--- config.mk ---
export PLATFORM = sky130hd
export DESIGN_NAME = uart_number_reporter
export DESIGN_NICKNAME = d
export VERILOG_FILES = /design/src/rtl/uart_number_reporter.sv
export SDC_FILE = /design/constraint.sdc
export NUM_CORES = 1
export LEC_CHECK = 0
export BUFFER_PORTS_ARGS = -buffer_cell sky130_fd_sc_hd__buf_2
export CORE_MARGIN = 3
export CORE_UTILIZATION = 30
export CTS_CLUSTER_DIAMETER = 200
export DETAILED_ROUTE_END_ITERATION = 16
export HOLD_SLACK_MARGIN = 0.05
export SLEW_MARGIN = 20
export SYNTH_ARGS = -nofsm -noshare
export SYNTH_HDL_FRONTEND = slang
export SYNTH_SLANG_ARGS = --single-unit
--- constraint.sdc ---
create_clock -name clk -period 4.38 [get_ports clk]
set_input_delay 0.657 -clock clk [delete_from_list [all_inputs] [get_ports clk]]
set_output_delay 0.657 -clock clk [all_outputs]
set_load 0.01 [all_outputs]
--- src/rtl/uart_number_reporter.sv ---
// Sends a snapshot of a packed multi-digit number as ASCII hex digits followed by CR LF
// over an 8N1 serial line. All outputs are registered and follow the FSM state by one cycle.
module uart_number_reporter #(
  parameter int BOARD_CLOCK_FREQUENCY_IN_HZ = 100_000_000,
  parameter int BAUD_RATE                   = 115_200,
  parameter int NUMBER_OF_DIGITS            = 4,
  parameter int NUMBER_OF_BITS_PER_DIGIT    = 4
) (
  input  logic                                                  clk,
  input  logic                                                  rst_n,
  input  logic                                                  send,
  input  logic [NUMBER_OF_DIGITS*NUMBER_OF_BITS_PER_DIGIT-1:0]  number,
  output logic                                                  busy,
  output logic                                                  done,
  output logic                                                  tx
);

  localparam int D            = NUMBER_OF_DIGITS;
  localparam int B            = NUMBER_OF_BITS_PER_DIGIT;
  localparam int NUM_W        = D * B;
  localparam int CLKS_PER_BIT = BOARD_CLOCK_FREQUENCY_IN_HZ / BAUD_RATE;
  localparam int CNT_W        = (CLKS_PER_BIT > 1) ? $clog2(CLKS_PER_BIT) : 1;
  localparam int NCHARS       = D + 2;
  localparam int CIDX_W       = $clog2(NCHARS);

  localparam logic [CNT_W-1:0]  CNT_LAST  = CNT_W'(CLKS_PER_BIT - 1);
  localparam logic [CIDX_W-1:0] CIDX_LAST = CIDX_W'(NCHARS - 1);
  localparam logic [3:0]        NIB_MASK  = (B >= 4) ? 4'hF : 4'((1 << B) - 1);

  typedef enum logic [2:0] {
    S_IDLE   = 3'd0,
    S_LOAD   = 3'd1,
    S_START  = 3'd2,
    S_DATA   = 3'd3,
    S_STOP   = 3'd4,
    S_FINISH = 3'd5
  } state_t;

  // Character idx of the report: digits MSD first (low 4 bits of each field), then CR, LF.
  function automatic logic [7:0] char_at(input logic [CIDX_W-1:0] idx,
                                         input logic [NUM_W-1:0]  snap);
    logic [3:0] nib;
    int         sh;
    nib = 4'h0;
    sh  = 0;
    if (int'(idx) < D) begin
      sh  = (D - 1 - int'(idx)) * B;
      nib = 4'(snap >> sh) & NIB_MASK;
      if (nib < 4'd10) begin
        char_at = 8'h30 + {4'h0, nib};
      end else begin
        char_at = 8'h41 + ({4'h0, nib} - 8'h0A);
      end
    end else if (int'(idx) == D) begin
      char_at = 8'h0D;
    end else begin
      char_at = 8'h0A;
    end
  endfunction

  state_t              state_q,    state_d;
  logic [CNT_W-1:0]    cnt_q,      cnt_d;
  logic [2:0]          bit_idx_q,  bit_idx_d;
  logic [CIDX_W-1:0]   char_idx_q, char_idx_d;
  logic [7:0]          shift_q,    shift_d;
  logic [NUM_W-1:0]    snap_q,     snap_d;
  logic                tx_q,       tx_d;
  logic                busy_q,     busy_d;
  logic                done_q,     done_d;

  // State register and registered outputs; async reset aborts any frame in progress.
  always_ff @(posedge clk or negedge rst_n) begin
    if (!rst_n) begin
      state_q    <= S_IDLE;
      cnt_q      <= '0;
      bit_idx_q  <= 3'd0;
      char_idx_q <= '0;
      shift_q    <= 8'h00;
      snap_q     <= '0;
      tx_q       <= 1'b1;
      busy_q     <= 1'b0;
      done_q     <= 1'b0;
    end else begin
      state_q    <= state_d;
      cnt_q      <= cnt_d;
      bit_idx_q  <= bit_idx_d;
      char_idx_q <= char_idx_d;
      shift_q    <= shift_d;
      snap_q     <= snap_d;
      tx_q       <= tx_d;
      busy_q     <= busy_d;
      done_q     <= done_d;
    end
  end

  // Next-state logic; the line level is derived from the current state, so tx lags state by one.
  always_comb begin
    state_d    = state_q;
    cnt_d      = cnt_q;
    bit_idx_d  = bit_idx_q;
    char_idx_d = char_idx_q;
    shift_d    = shift_q;
    snap_d     = snap_q;
    tx_d       = 1'b1;
    busy_d     = 1'b1;
    done_d     = 1'b0;

    case (state_q)
      S_IDLE: begin
        busy_d = send;
        if (send) begin
          snap_d     = number;
          char_idx_d = '0;
          cnt_d      = '0;
          bit_idx_d  = 3'd0;
          state_d    = S_LOAD;
        end else begin
          state_d = S_IDLE;
        end
      end

      S_LOAD: begin
        shift_d = char_at(char_idx_q, snap_q);
        cnt_d   = '0;
        state_d = S_START;
      end

      S_START: begin
        tx_d = 1'b0;
        if (cnt_q == CNT_LAST) begin
          cnt_d     = '0;
          bit_idx_d = 3'd0;
          state_d   = S_DATA;
        end else begin
          cnt_d = cnt_q + 1'b1;
        end
      end

      S_DATA: begin
        tx_d = shift_q[0];
        if (cnt_q == CNT_LAST) begin
          cnt_d   = '0;
          shift_d = {1'b0, shift_q[7:1]};
          if (bit_idx_q == 3'd7) begin
            state_d = S_STOP;
          end else begin
            bit_idx_d = bit_idx_q + 3'd1;
          end
        end else begin
          cnt_d = cnt_q + 1'b1;
        end
      end

      S_STOP: begin
        if (cnt_q == CNT_LAST) begin
          cnt_d = '0;
          if (char_idx_q < CIDX_LAST) begin
            char_idx_d = char_idx_q + 1'b1;
            state_d    = S_LOAD;
          end else begin
            state_d = S_FINISH;
          end
        end else begin
          cnt_d = cnt_q + 1'b1;
        end
      end

      S_FINISH: begin
        busy_d  = 1'b0;
        done_d  = 1'b1;
        state_d = S_IDLE;
      end

      default: begin
        busy_d  = 1'b0;
        state_d = S_IDLE;
      end
    endcase
  end

  assign tx   = tx_q;
  assign busy = busy_q;
  assign done = done_q;

endmodule

== Word level (Yosys, flattened, before mapping) ==
Cells that the tools add are included.
Cells by class
  equal/unequal tests: 15
  muxes and demuxes: 26
  $mul: 0
  add/sub/neg operators: 7
  shift-type cells: 1
  bitwise operators: 0
  order comparisons: 3
  reductions and logical operators: 13
  divide/modulo/power cells: 0
Operators with widths (count)
  3-bit two-way mux: 12
  16-bit by 32-bit >> shifter with 4-bit output: 1
  10-bit one-hot mux with 3 select lines: 1
  8-bit two-way mux: 3
  10-bit two-way mux: 2
  8-bit one-hot mux with 2 select lines: 1
  3-bit one-hot mux with 5 select lines: 1
  2-bit inequality test, second input constant: 7
  3-bit equality test, second input constant: 4
  10-bit by 1-bit adder with 10-bit output, second input constant: 1
  10-bit equality test, second input constant: 1
  3-bit one-hot mux with 3 select lines: 1
  7-bit by 8-bit adder with 8-bit output, first input constant: 1
  4-bit AND reduction: 2
  6-bit by 4-bit adder with 7-bit output, first input constant: 1
  3-bit by 1-bit adder with 3-bit output, second input constant: 2
  3-bit by 2-bit equality test with 1-bit output, second input constant: 2
  3-bit < comparator, second input constant: 2
  3-bit one-hot mux with 2 select lines: 1
  2-bit AND reduction: 3
  3-bit nonzero test: 2
  5-bit AND reduction: 1
  4-bit by 4-bit subtractor with 5-bit output, second input constant: 1
  4-bit < comparator, second input constant: 1
  8 further kinds: 11
Word-level totals
  output and inout bits: 3
  flip-flop bits (word level): 46
  bits of input ports: 19
  memories kept: 0
  memory bits (writable): 0
  logic and storage cells: 74
  memory bits (read-only): 0
  bits in latches: 0

== Logic depth before layout (Yosys ltp) ==
Gate-level depths: netlist of the first run.
  word-level depth: 7
  gate-level depth with buffers: 9
  gate-level depth less buffers: 8

== Worst setup path after synthesis of the first run ==
No wires, ideal clock.
  kind: register to register
  from: register char_idx_q[0]
  to: register shift_q[1]
  arrival: 2.091 ns
  stages on the path, launching flop included: 9
  slack: 2.153 ns
  path buffers: 1
  required time: 4.244 ns
  period minus slack after synthesis: 2.227 ns
  library setup time: 0.136 ns
  cell sequence: dfrtp_1 buf_6 mux4_1 and2_2 ha_1 nand2b_1 xnor2_1 a2111oi_0 nor3_1
Between the ends
  cells in the longest elaborated chain, start to end: 7
  elaborated cells between the ends (all ways): 12
  those cells by class: add/sub: 4; order compare: 2; eq/ne: 1; shift: 1; mux: 4
Ends and longest elaborated chain
  from (decl): line 64  | logic [CIDX_W-1:0] char_idx_q, char_idx_d;
  from (signal assigned): line 87  | char_idx_q <= char_idx_d;
  2-bit by 3-bit subtractor with 4-bit output: line 47  | sh = (D - 1 - int'(idx)) * B;
  16-bit by 32-bit >> shifter with 4-bit output: line 48  | nib = 4'(snap >> sh) & NIB_MASK;
  4-bit by 4-bit subtractor with 5-bit output: line 52  | char_at = 8'h41 + ({4'h0, nib} - 8'h0A);
  7-bit by 8-bit adder with 8-bit output: line 52
  8-bit two-way mux: line 49  | if (nib < 4'd10) begin
  8-bit two-way mux *: line 46  | if (int'(idx) < D) begin
  8-bit one-hot mux with 2 select lines *: line 108  | case (state_q)
  to (signal assigned): line 88  | shift_q <= shift_d;
  to (decl): line 65  | logic [7:0] shift_q, shift_d;
Every way passes the cells marked *; elsewhere a longest branch is shown, timed or not.
A chain may end at the register's enable or synchronous reset.

== Worst setup path in the final report of the first run ==
Ends and elaborated chain as after synthesis.

==> impl_metrics.env, run 1 <==
export IMPL_die_h_um=96.8
export IMPL_rsz0062_at_grt="no"
export IMPL_area_delta_synth_final_pct=9.66
export IMPL_clk_latency_ns=0.29
export IMPL_numPortBuffers=21
export IMPL_outcome="completed"
export IMPL_drtIter0Drc=79
export IMPL_antenna_found_initial=0
export IMPL_vias=1713
export IMPL_finalSetupViolations=0
export IMPL_synth_compound_area_share=0.103
export IMPL_drive_above_1_share=0.238
export IMPL_netlist_instances=226
export IMPL_crit_chain="mux4_1 -> and2_2 -> ha_1 -> nand2b_1 -> xnor2_1 -> a2111oi_0 -> nor3_1"
export IMPL_async_reset_ff_frac=1.00
export IMPL_synth_mux_area_frac=0.143
export IMPL_synth_seq_cells=45
export IMPL_r2r_setup_slack_ns=1.77
export IMPL_crit_fanout=11
export IMPL_fin_setup_tns_ns=0
export IMPL_ys_types=57
export IMPL_critical_path_class="flop to flop"
export IMPL_drv_cap=0
export IMPL_synth_edf_count=0
export IMPL_clock_root_buffer="clkbuf_8"
export IMPL_post_route_util=0.346
export IMPL_core_mm2=0.00785
export IMPL_placed_area_mm2=0.00262
export IMPL_critPathRequiredTime_ns=4.55
export IMPL_wl_per_cell_um=13.4
export IMPL_rows=32
export IMPL_fp_dieArea_mm2=0.00938
export IMPL_cts_setup_buffers=0
export IMPL_r2r_end="shift_q[1]"
export IMPL_synth_xor_area_frac=0.0389
export IMPL_vias_per_cell=4.95
export IMPL_grt_overflow_total=0
export IMPL_die_w_um=96.8
export IMPL_hold_worst_slack_ns=0.348
export IMPL_cts_hold_buf=0
export IMPL_fin_skew_ns=0.00338
export IMPL_grt_pass1_vias=1791
export IMPL_cts_sinks=45
export IMPL_ys_seq_area_frac=0.456
export IMPL_grt_pass1_wl_um=8360
export IMPL_slowest_delay_ns=0.64
export IMPL_path_clk_slew_ns=0.08
export IMPL_antenna_cells=0
export IMPL_end_kind="flop"
export IMPL_synth_adder_area_share=0.0303
export IMPL_reg2reg_from="char_idx_q[0]"
export IMPL_power_leakage_nw=1.23
export IMPL_tightest_slew_ns=0.608
export IMPL_ys_top_cells_by_area="dfrtp_1 44%, mux2_2 8.2%, mux4_1 3.2%, ha_1 3.0%, nor2_1 2.7%"
export IMPL_final_hold_viol_count=0
export IMPL_synth_top_family_by_area="simple AND/OR/NAND/NOR gates"
export IMPL_syn_avg_cell_area_um2=11.0
export IMPL_netlist_area_mm2=0.00247
export IMPL_drtPass1Iterations=4
export IMPL_fin_nets=268
export IMPL_yosysWarnings=0
export IMPL_p_per_area_mw_per_mm2=274
export IMPL_htree_num_levels=2
export IMPL_postRouteAntennaNets=0
export IMPL_hold_path_class="input port to asynchronous set/reset pin"
export IMPL_cts_buffer_depth=2
export IMPL_slew_headroom=0.594
export IMPL_period_minus_slack_ns=2.61
export IMPL_arrival_ns=2.78
export IMPL_cts_buffers=5
export IMPL_reg2reg_depth=7
export IMPL_syn_nets=251
export IMPL_ys_flop_type="dfrtp_1"
export IMPL_cts_tree="done"
export IMPL_peakVddDrop_mv=0.163
export IMPL_drt_wl_total_um=4640
export IMPL_grtUsageTotal=0.104
export IMPL_fin_area_mm2=0.00271
export IMPL_drcViolationCount=0
export IMPL_dp_hpwl_um=3310
export IMPL_grt_max_degree=46
export IMPL_start_kind="flop"
export IMPL_place_congestion=0.814
export IMPL_post_route_period_util=0.596
export IMPL_final_max_slew_viol_count=0
export IMPL_initial_core_util=0.315
export IMPL_synth_top_area_share=0.445
export IMPL_max_freq_mhz=383
export IMPL_cts_resized=0
export IMPL_io_pins=22
export IMPL_critical_path_slowest_cell="dfrtp_1"
export IMPL_yosysTopAreaCell="dfrtp_1"
export IMPL_synth_simple_area_share=0.184
==> metal layers <==
metal  wire [um]  GRT usage
met3         139     0.0173
met5           0          0
met4          74     0.0367
met1        2300      0.139
met2        2130      0.172
==> per-stage QoR <==
stage / setup slack [ns] / cells / total power [mW]
6_report: 1.77 / 346 / 0.744
5_1_grt: 1.50 / 346 / 0.781
4_1_cts: 1.77 / 346 / 0.756
3_5_place_dp: 1.78 / 338 / 0.488
3_3_place_gp: 1.89 / 338 / 0.487
2_1_floorplan: 2.15 / 226 / 0.465
==> worst max-delay path, delay by kind of cell, from the launching register on <==
family,cells,cell delay (ns)
xor+xnor,1,0.07
flops,1,0.64
compound gates,1,0.38
simple gates,3,0.46
fa+ha+maj,1,0.28
mux,1,0.64
==> how the worst max path moves through the flow <==
stage                             to          start  cells past startpoint  slack, ns
after floorplan           shift_q[1]  char_idx_q[0]                      8       2.15
after global placement    shift_q[1]  char_idx_q[0]                      7       1.89
after detailed placement  shift_q[1]  char_idx_q[0]                      7       1.78
after CTS                 shift_q[1]  char_idx_q[0]                      7       1.77
after global routing      shift_q[1]  char_idx_q[0]                      8       1.50
final                     shift_q[1]  char_idx_q[0]                      7       1.77
==> cell usage after synthesis (2+ instances only) <==
master / count
a211oi_1: 2
a21o_1: 2
a21oi_1: 6
and3_1: 2
and3b_1: 3
and4_1: 2
buf_2: 3
buf_6: 5
clkbuf_1: 2
dfrtp_1: 44
ha_1: 6
inv_1: 7
mux2_2: 18
mux2i_1: 5
mux4_1: 3
nand2_1: 17
nand2b_1: 5
nand3_1: 7
nand3b_1: 2
nand4_1: 3
nor2_1: 18
nor2b_1: 2
nor3_1: 4
o211ai_1: 2
o21a_1: 2
o21ai_0: 9
o22ai_1: 4
or2_2: 2
or4_1: 2
xnor2_1: 4
xor2_1: 7
==> flip-flops by register name, summed over array words and instances, names as in the netlist <==
register / cells
bit_idx_q: 3
tx: 1
shift_q: 7
done: 1
snap_q: 16
char_idx_q: 3
state_q: 3
busy: 1
cnt_q: 10
==> layout by cell type, fill, tap and decap left out, types with 3 or more instances in the layout <==
cell type	instances
mux2i_1	5
xor2_1	7
dfrtp_1	44
a21oi_1	6
o22ai_1	4
nand3_1	7
mux2_2	18
buf_2	20
nand2_1	17
xnor2_1	4
ha_1	6
nor2_1	18
nand2b_1	5
inv_1	7
o21ai_0	9
mux4_1	3
and3b_1	3
clkbuf_8	6
nand4_1	3
nor3_1	4
==> power by group <==
| group | internal [mW] | switching [mW] | leakage [nW] |
|---|---|---|---|
| logic | 0.0229 | 0.0231 | 0.624 |
| registers | 0.426 | 0.00726 | 0.559 |
| clock network | 0.129 | 0.136 | 0.0455 |
==> cells by family (layout without fill, tap and decap cells) <==
| family | count (synthesis) | in the layout |
|---|---|---|
| multiplexers | 27 | 27 |
| XOR/XNOR | 11 | 11 |
| flip-flops | 45 | 45 |
| AND/OR/NAND/NOR | 81 | 81 |
| buffers and inverters | 18 | 36 |
| AO/OA/AOI/OAI | 38 | 38 |
| adder cells (fa/ha/maj) | 6 | 6 |
==> cell type report <==
class	count	area (um2)
Fill cell	827	5130
Multi-Input combinational cell	163	1230
Sequential cell	45	1130
Tap cell	102	128
Timing Repair Buffer	21	108
Clock buffer	8	90.1
Inverter	7	26.3
Note: power is estimated with default switching activity, not from simulation.
==> run 2: changes to the inputs <==
- clock period: 4.38 -> 2.5 ns (I/O delays scaled with it)
==> run 2 against run 1 <==
Against the previous run: sequential share of layout area fell by 1.1 points; sequential power rose by 75%; total power grew 90%; via count increased by 3.9%; hold slack got worse by 0.21 ns; setup slack got worse by 1.6 ns; non-clock buffer count up 6; first-iteration DRC count increased by 8.9%; flip-flop and latch count did not move; critical endpoint unchanged; clock skew increased by 0.0043 ns.
==> impl_metrics.env, run 2 (synthesized netlist as in run 1, its figures left out) <==
export IMPL_p_per_area_mw_per_mm2=509
export IMPL_rows=32
export IMPL_layout_commonest_cell="dfrtp_1"
export IMPL_critical_path_class="flop to flop"
export IMPL_vias_per_cell=5.06
export IMPL_period_minus_slack_ns=2.36
export IMPL_cts_sinks=45
export IMPL_antenna_found_initial=0
export IMPL_wl_per_cell_um=13.4
export IMPL_place_congestion=0.823
export IMPL_dp_hpwl_um=3500
export IMPL_peakVddDrop_mv=0.225
export IMPL_clockPowerShare=0.405
export IMPL_m1WireLength_um=2190
export IMPL_clock_root_buffer="clkbuf_8"
export IMPL_final_hold_viol_count=0
export IMPL_drcViolationCount=0
export IMPL_outcome="completed"
export IMPL_post_route_period_util=0.943
export IMPL_fp_dieArea_mm2=0.00938
export IMPL_htree_num_levels=2
export IMPL_wl_met3_um=153
export IMPL_numPortBuffers=21
export IMPL_largestRegisters="snap_q: 16 flops, cnt_q: 10 flops, shift_q: 7 flops"
export IMPL_fin_nets=274
export IMPL_end_kind="flop"
export IMPL_slew_headroom=0.604
export IMPL_fin_setup_tns_ns=0
export IMPL_cts_setup_buffers=0
export IMPL_grt_pass1_wl_um=8400
export IMPL_drtIter0Drc=86
export IMPL_drt_wl_total_um=4710
export IMPL_cts_tree="done"
export IMPL_p_switching_uw=304
export IMPL_hold_path_class="input port to asynchronous set/reset pin"
export IMPL_path_clk_slew_ns=0.09
export IMPL_drtPass1Iterations=4
export IMPL_internal_power_mw=1.11
export IMPL_grt_overflow_total=0
export IMPL_vias=1780
export IMPL_arrival_ns=2.53
export IMPL_power_leakage_nw=1.27
export IMPL_grtUsageTotal=0.107
export IMPL_pwr_share_comb=0.059
export IMPL_drv_cap=0
export IMPL_final_cell_mix="44 x dfrtp_1, 21 x buf_2, 18 x nor2_1, 18 x mux2_2, 17 x nand2_1"
export IMPL_post_route_util=0.355
export IMPL_cts_buffers=5
export IMPL_final_max_slew_viol_count=0
export IMPL_io_pins=22
export IMPL_initial_core_util=0.315
export IMPL_area_delta_synth_final_pct=12.6
export IMPL_crit_fanout=7
export IMPL_tightest_slew_ns=0.593
export IMPL_critPathRequiredTime_ns=2.67
export IMPL_total_power_mw=1.42
export IMPL_postRouteAntennaNets=0
export IMPL_hold_worst_slack_ns=0.139
export IMPL_slowest_delay_ns=0.63
export IMPL_max_freq_mhz=424
export IMPL_clk_latency_ns=0.30
export IMPL_regMostFlops="snap_q"
export IMPL_fin_skew_ns=0.00764
export IMPL_die_h_um=96.8
export IMPL_cts_buffer_depth=2
export IMPL_swShare=0.214
export IMPL_cts_resized=0
export IMPL_core_mm2=0.00785
export IMPL_start_kind="flop"
export IMPL_die_w_um=96.8
export IMPL_drive_above_1_share=0.264
export IMPL_grt_max_degree=46
export IMPL_finalSetupViolations=0
export IMPL_rsz0062_at_grt="no"
export IMPL_crit_chain="mux4_1 -> and2_2 -> ha_1 -> nand2b_1 -> xnor2_1 -> a2111oi_0 -> nor3_1"
export IMPL_grt_pass1_vias=1748
export IMPL_wl_met2_um=2260
export IMPL_antenna_cells=0
export IMPL_seqPwrFrac=0.536
export IMPL_top_layer_used="met4"
export IMPL_critical_path_slowest_cell="mux4_1"
export IMPL_largest_reg_flops=16
export IMPL_cts_hold_buf=0
## run 2: area by class of cell
class | count | area (um2)
well taps | 102 | 128
flip-flops and latches | 45 | 1130
clock buffers | 6 | 82.6
multi-input cells | 163 | 1230
fillers | 827 | 5060
repair buffers | 27 | 150
inverters | 7 | 26.3
clock inverters | 2 | 37.5
## run 2: critical path: cells and delay by family, from the launching register on
family                     cells  cell delay (ns)
adders and majority gates      1             0.22
and+or+nand+nor                3             0.44
DFF                            1             0.51
muxes                          1             0.63
AOI/OAI and AO/OA              1             0.37
xor gates and xnor gates       1             0.07
## run 2: worst paths after layout
check                      cells past startpoint    endpoint     startpoint  slack [ns]
max in group asynchronous                      2  snap_q[15]          rst_n        1.97
hold reg to reg                                1  snap_q[10]     snap_q[10]        0.51
hold / removal                                 2    cnt_q[4]          rst_n        0.14
setup / recovery                               7  shift_q[1]  char_idx_q[0]        0.14
min in group clk                               2  snap_q[10]     number[10]        0.30
setup reg to reg                               7  shift_q[1]  char_idx_q[0]        0.14
## run 2: per-stage QoR
stage / setup WS, ns / instances / cell area, um2
after detailed placement: 0.152 / 344 / 2670
after CTS: 0.135 / 352 / 2790
after global placement: 0.229 / 344 / 2670
final: 0.143 / 352 / 2790
after floorplan: 0.273 / 226 / 2470
after global routing: 0.0159 / 352 / 2790
## run 2: power groups by stage
stage	Combinational (mW)	Clock, mW	Sequential [mW]
floorplan	0.0468	0	0.768
global placement	0.0834	0	0.773
detailed placement	0.0856	0	0.774
CTS	0.0857	0.595	0.760
global route	0.0964	0.629	0.762
finish	0.0832	0.574	0.759
## run 2: metal layers
metal | GRT usage | vias up
li1 | - | 866
met1 | 0.142 | 867
met2 | 0.175 | 39
met3 | 0.0173 | 8
met4 | 0.0421 | 0
met5 | 0 | -
